`config.mk`:
```
export PLATFORM = sky130hd
export DESIGN_NAME = mlp_serial_core
export DESIGN_NICKNAME = d
export VERILOG_FILES = /design/src/rtl/mlp_pkg.sv /design/src/rtl/mlp_act.sv /design/src/rtl/mlp_serial_core.sv
export SDC_FILE = /design/constraint.sdc
export NUM_CORES = 2
export LEC_CHECK = 0
export CORE_UTILIZATION = 40
export CTS_CLUSTER_DIAMETER = 150
export DETAILED_ROUTE_END_ITERATION = 8
export PLACE_DENSITY = 0.65
export SKIP_CTS_REPAIR_TIMING = 1
export SLEW_MARGIN = 20
export SYNTH_ARGS = -nofsm -noshare
export SYNTH_HDL_FRONTEND = slang
export SYNTH_HIERARCHICAL = 1
export SYNTH_SLANG_ARGS = --single-unit
```
`constraint.sdc`:
```
create_clock -name clk -period 7.7 [get_ports clk]
set_clock_uncertainty 0.05 [all_clocks]
set_input_delay 1.54 -clock clk [delete_from_list [all_inputs] [get_ports clk]]
set_output_delay 1.54 -clock clk [all_outputs]
set_load 0.05 [all_outputs]
```
`src/rtl/mlp_pkg.sv`:
```
// mlp_pkg: shared state encoding, parameter defaults, byte-lane constants
// and the unsigned-by-signed byte multiply used by the 7-2-1 serial MLP core.
package mlp_pkg;

   typedef enum logic [2:0] {
      S_IDLE,
      S_L1,
      S_ACT1,
      S_L2,
      S_ACT2
   } state_e;

   localparam int unsigned ACC_W_DEF    = 20;
   localparam int unsigned QSHIFT_DEF   = 4;

   localparam int unsigned N_IN         = 7;
   localparam int unsigned L1_BIAS_LANE = 7;
   localparam int unsigned L2_BIAS_LANE = 2;

   // u8 x s8 product; the exact result always fits a signed 17-bit value
   function automatic logic signed [16:0] mul_u8s8(input logic [7:0] x, input logic [7:0] w);
      logic signed [16:0] xe;
      logic signed [16:0] we;
      xe = {9'b0, x};
      we = {{9{w[7]}}, w};
      return xe * we;
   endfunction

endpackage

```
`src/rtl/mlp_act.sv`:
```
// mlp_act: neuron activation -- ReLU, requantising right shift, then byte
// reduction. Build option MLP_CORE_SATURATE_EN clamps values above 255;
// without it the low byte is kept and the result wraps.
module mlp_act
   import mlp_pkg::*;
#(
   parameter int unsigned ACC_W  = ACC_W_DEF,
   parameter int unsigned QSHIFT = QSHIFT_DEF
) (
   input  logic [ACC_W-1:0] acc_i,
   output logic [7:0]       act_o
);

   logic [ACC_W-1:0] shifted;

   // negative accumulators give 0; otherwise shift and reduce to a byte
   always_comb begin
      shifted = acc_i >> QSHIFT;
      act_o   = '0;
      if (!acc_i[ACC_W-1]) begin
`ifdef MLP_CORE_SATURATE_EN
         act_o = (|shifted[ACC_W-1:8]) ? 8'hFF : shifted[7:0];
`else
         act_o = shifted[7:0];
`endif
      end
   end

`ifndef MLP_CORE_SATURATE_EN
   logic unused_hi;
   assign unused_hi = ^shifted[ACC_W-1:8];
`endif

endmodule

```
`src/rtl/mlp_serial_core.sv`:
```
// mlp_serial_core: serial 7-2-1 perceptron answering the start/done batch
// protocol. One request takes 7 clocks from the capture edge to done.
// Build option MLP_CORE_SATURATE_EN (applied in mlp_act) selects clamping
// instead of wrapping at every neuron output.
module mlp_serial_core
   import mlp_pkg::*;
#(
   parameter int unsigned QSHIFT = QSHIFT_DEF,
   parameter int unsigned ACC_W  = ACC_W_DEF
) (
   input  logic        clk,
   input  logic        rst,
   input  logic        start,
   input  logic [55:0] data_in,
   input  logic [63:0] data_weight_1_1,
   input  logic [63:0] data_weight_1_2,
   input  logic [23:0] data_weight_2_1,
   output logic [7:0]  data_out,
   output logic        done,
   output logic        busy
);

   state_e              state_q, state_d;
   logic [1:0]          p_q, p_d;
   logic                start_q;
   logic [8*N_IN-1:0]   x_q, x_d;
   logic [63:0]         w11_q, w11_d, w12_q, w12_d;
   logic [23:0]         w21_q, w21_d;
   logic [ACC_W-1:0]    acc0_q, acc0_d, acc1_q, acc1_d, acc2_q, acc2_d;
   logic [7:0]          h0_q, h0_d, h1_q, h1_d, out_q, out_d;
   logic                done_q, done_d;

   logic [7:0]          h0_act, h1_act, out_act;
   logic [63:0]         x_pad;
   logic [2:0]          lane_lo, lane_hi;

   function automatic logic [ACC_W-1:0] sext8(input logic [7:0] b);
      return {{(ACC_W-8){b[7]}}, b};
   endfunction

   function automatic logic [ACC_W-1:0] sext17(input logic [16:0] v);
      return {{(ACC_W-17){v[16]}}, v};
   endfunction

   mlp_act #(.ACC_W(ACC_W), .QSHIFT(QSHIFT)) u_act_h0 (.acc_i(acc0_q), .act_o(h0_act));
   mlp_act #(.ACC_W(ACC_W), .QSHIFT(QSHIFT)) u_act_h1 (.acc_i(acc1_q), .act_o(h1_act));
   mlp_act #(.ACC_W(ACC_W), .QSHIFT(QSHIFT)) u_act_o  (.acc_i(acc2_q), .act_o(out_act));

   // next-state and datapath updates for the request sequence
   always_comb begin
      state_d = state_q;
      p_d     = p_q;
      x_d     = x_q;
      w11_d   = w11_q;
      w12_d   = w12_q;
      w21_d   = w21_q;
      acc0_d  = acc0_q;
      acc1_d  = acc1_q;
      acc2_d  = acc2_q;
      h0_d    = h0_q;
      h1_d    = h1_q;
      out_d   = out_q;
      done_d  = 1'b0;
      // lane 7 of the padded input is the non-existent x7, so the last
      // pair's second product is always zero
      x_pad   = {{(64-8*N_IN){1'b0}}, x_q};
      lane_lo = {p_q, 1'b0};
      lane_hi = {p_q, 1'b1};

      unique case (state_q)
         S_IDLE: begin
            if (start && !start_q) begin
               x_d     = data_in;
               w11_d   = data_weight_1_1;
               w12_d   = data_weight_1_2;
               w21_d   = data_weight_2_1;
               acc0_d  = sext8(data_weight_1_1[8*L1_BIAS_LANE +: 8]);
               acc1_d  = sext8(data_weight_1_2[8*L1_BIAS_LANE +: 8]);
               p_d     = '0;
               state_d = S_L1;
            end
         end
         S_L1: begin
            acc0_d = acc0_q
                   + sext17(mul_u8s8(x_pad[8*lane_lo +: 8], w11_q[8*lane_lo +: 8]))
                   + sext17(mul_u8s8(x_pad[8*lane_hi +: 8], w11_q[8*lane_hi +: 8]));
            acc1_d = acc1_q
                   + sext17(mul_u8s8(x_pad[8*lane_lo +: 8], w12_q[8*lane_lo +: 8]))
                   + sext17(mul_u8s8(x_pad[8*lane_hi +: 8], w12_q[8*lane_hi +: 8]));
            p_d    = p_q + 2'd1;
            if (p_q == 2'd3) begin
               state_d = S_ACT1;
            end
         end
         S_ACT1: begin
            h0_d    = h0_act;
            h1_d    = h1_act;
            state_d = S_L2;
         end
         S_L2: begin
            acc2_d  = sext8(w21_q[8*L2_BIAS_LANE +: 8])
                    + sext17(mul_u8s8(h0_q, w21_q[7:0]))
                    + sext17(mul_u8s8(h1_q, w21_q[15:8]));
            state_d = S_ACT2;
         end
         S_ACT2: begin
            out_d   = out_act;
            done_d  = 1'b1;
            state_d = S_IDLE;
         end
         default: state_d = S_IDLE;
      endcase
   end

   // state register
   always_ff @(posedge clk or negedge rst) begin
      if (!rst) begin
         state_q <= S_IDLE;
      end else begin
         state_q <= state_d;
      end
   end

   // datapath registers and start edge detector
   always_ff @(posedge clk or negedge rst) begin
      if (!rst) begin
         p_q     <= '0;
         start_q <= 1'b0;
         x_q     <= '0;
         w11_q   <= '0;
         w12_q   <= '0;
         w21_q   <= '0;
         acc0_q  <= '0;
         acc1_q  <= '0;
         acc2_q  <= '0;
         h0_q    <= '0;
         h1_q    <= '0;
         out_q   <= '0;
         done_q  <= 1'b0;
      end else begin
         p_q     <= p_d;
         start_q <= start;
         x_q     <= x_d;
         w11_q   <= w11_d;
         w12_q   <= w12_d;
         w21_q   <= w21_d;
         acc0_q  <= acc0_d;
         acc1_q  <= acc1_d;
         acc2_q  <= acc2_d;
         h0_q    <= h0_d;
         h1_q    <= h1_d;
         out_q   <= out_d;
         done_q  <= done_d;
      end
   end

   assign data_out = out_q;
   assign done     = done_q;
   assign busy     = (state_q != S_IDLE);

endmodule

```
==> key figures <==
Clock tree
  – Clock transition at path regs: 0.06 ns
  – CTS tree: done
  – Clock latency at the later pin of the worst-skew pair: 0.58 ns
  – CTS root buf: clkbuf_16
  – Htree depth: 2
  – CTS max path bufs: 3
  – Sink Count: 288
  – Num CTS Buffers: 36

Setup path
  – CP Data Arrival Time: 7.89 ns
  – Setup CP Type: reg -> reg
  – CP max stage cell: dfrtp_4
  – CP Max Fanout: 7
  – Most used cell along the critical path: inv_1
  – Worst path top cell family by delay: adder cells
  – R2r setup slk: 0.24 ns
  – Worst setup EP type: register
  – Critical Path Max Stage Delay: 0.54 ns
  – Setup crit start kind: register
  – CP bufs+invs: 9
  – Required time worst endpoint: 8.13 ns

Finish
  – P&R area growth vs syn: 19.6%
  – Final Util: 48.3%
  – Layout cells sized above 1: 9.83%
  – Diodes inserted: 0
  – Most frequent cells in the layout: 751 x nand2_1, 443 x inv_1, 304 x fa_1, 291 x ha_1, 286 x dfrtp_1
  – Most common cell after layout, fill and taps aside: nand2_1
  – Post-layout net count: 4204

Routing
  – Remaining routing DRC violations: 0
  – DRT iter0 DRCs: 1193
  – DR WL/cell: 16.5 um
  – WL final: 71.9 mm
  – Final antenna-violating net count: 0
  – Drt pass-1 iters: 5
  – Via Count: 21319
  – Routed vias/inst: 4.89

GRT
  – GR Layer Usage met2: 35.4%
  – Total GRT Usage: 20.8%
  – Met1 GRT Util: 27.0%
  – Gr ovfl total: 0
  – Global-route track usage on met3: 2.77%
  – Number of global-route vias before repair: 22381
  – Antenna violations before repair: 0
  – Largest net degree at the start of global routing: 132
  – GR peak layer: met2
  – First-pass GRT wire length: 117 mm

Floorplanning
  – # rows: 97
  – Initial core utilization: 40.4%
  – Die area: 71800 um2
  – Boundary pin count: 221
  – CORE AREA: 70000 um2
  – Die width: 268 um
  – Die height: 268 um

Synthesis
  – Synth Cell Area: 28300 um2
  – Mapped Cells: 3132
  – Avg Synthesized Cell Area: 9.03 um2
  – Post-Syn Nets: 3944
  – Synth warn: 6

Hold path
  – Hold Path Class: reg -> reg

STA
  – Final setup vio count: 0
  – Achievable Freq: 134 MHz
  – Setup TNS Final: 0 ns
  – Final cycle utilization of the critical path: 96.9%
  – Final slew viol count: 0
  – Worst-Margin Slew: 1.05 ns
  – Final setup margin: 0.242 ns
  – Rel. slew slack: 29.9%
  – Hold Vio Cnt, Final: 0
  – Fin crit period: 7.46 ns

Status
  – Outcome: finished, final reports clean

Flow run
  – Max-cap viol count: 0

Placement
  – Setup WS pre-CTS: -0.0721 ns
  – # port buffers: 220
  – Post-DP HPWL: 56.0 mm
  – Final GP Congestion: 0.868
## state kept, by name, summed over array words and instances, names as in the netlist
name and cells:
w21_q 24, data_out 8, state_q 3, h1_q 8, acc1_q 20, acc2_q 9
w11_q 64, done 1, start_q 1, x_q 56, acc0_q 20, p_q 2
h0_q 8, w12_q 64
## final timing paths
kind,startpoint,to,depth (start not counted)
worst min register to register,acc2_q[4],acc2_q[4],2
max in group asynchronous,rst,p_q[0],2
worst max-delay path,p_q[1],acc0_q[19],36
worst min-delay path,acc2_q[4],acc2_q[4],2
worst max register to register,p_q[1],acc0_q[19],36
min in group asynchronous,rst,w21_q[12],1
## worst min-delay path, delay by kind of cell (launching register included)
family	cells	cell delay (ns)
DFF	1	0.33
AOI/OAI and AO/OA	1	0.05
and+or+nand+nor	1	0.04
## per-layer routing
metal / vias to the layer above / part of all wire [%]
met4: 0 / 3.2
met2: 514 / 48
met1: 10393 / 44
li1: 10310 / -
met3: 102 / 5.1
met5: - / 0
## through the flow
stage | hold WS [ns] | instances | area, um2
after floorplan | 0.390 | 3132 | 28300
after global placement | 0.403 | 4262 | 31900
after detailed placement | 0.408 | 4262 | 31900
after CTS | 0.423 | 4327 | 33200
after global routing | 0.435 | 4359 | 33800
final | 0.416 | 4359 | 33800
## cell type report
class                   instances  area, um2
fillers                      6611      36200
well taps                     940       1180
clock inverters                22        342
repair buffers                324       3120
flip-flops and latches        288       7210
inverters                     445       1670
multi-input cells            2297      19300
clock buffers                  43        967
Power is not shown: default switching activity piles up to over one toggle a cycle in this logic, so the estimate is an artifact.
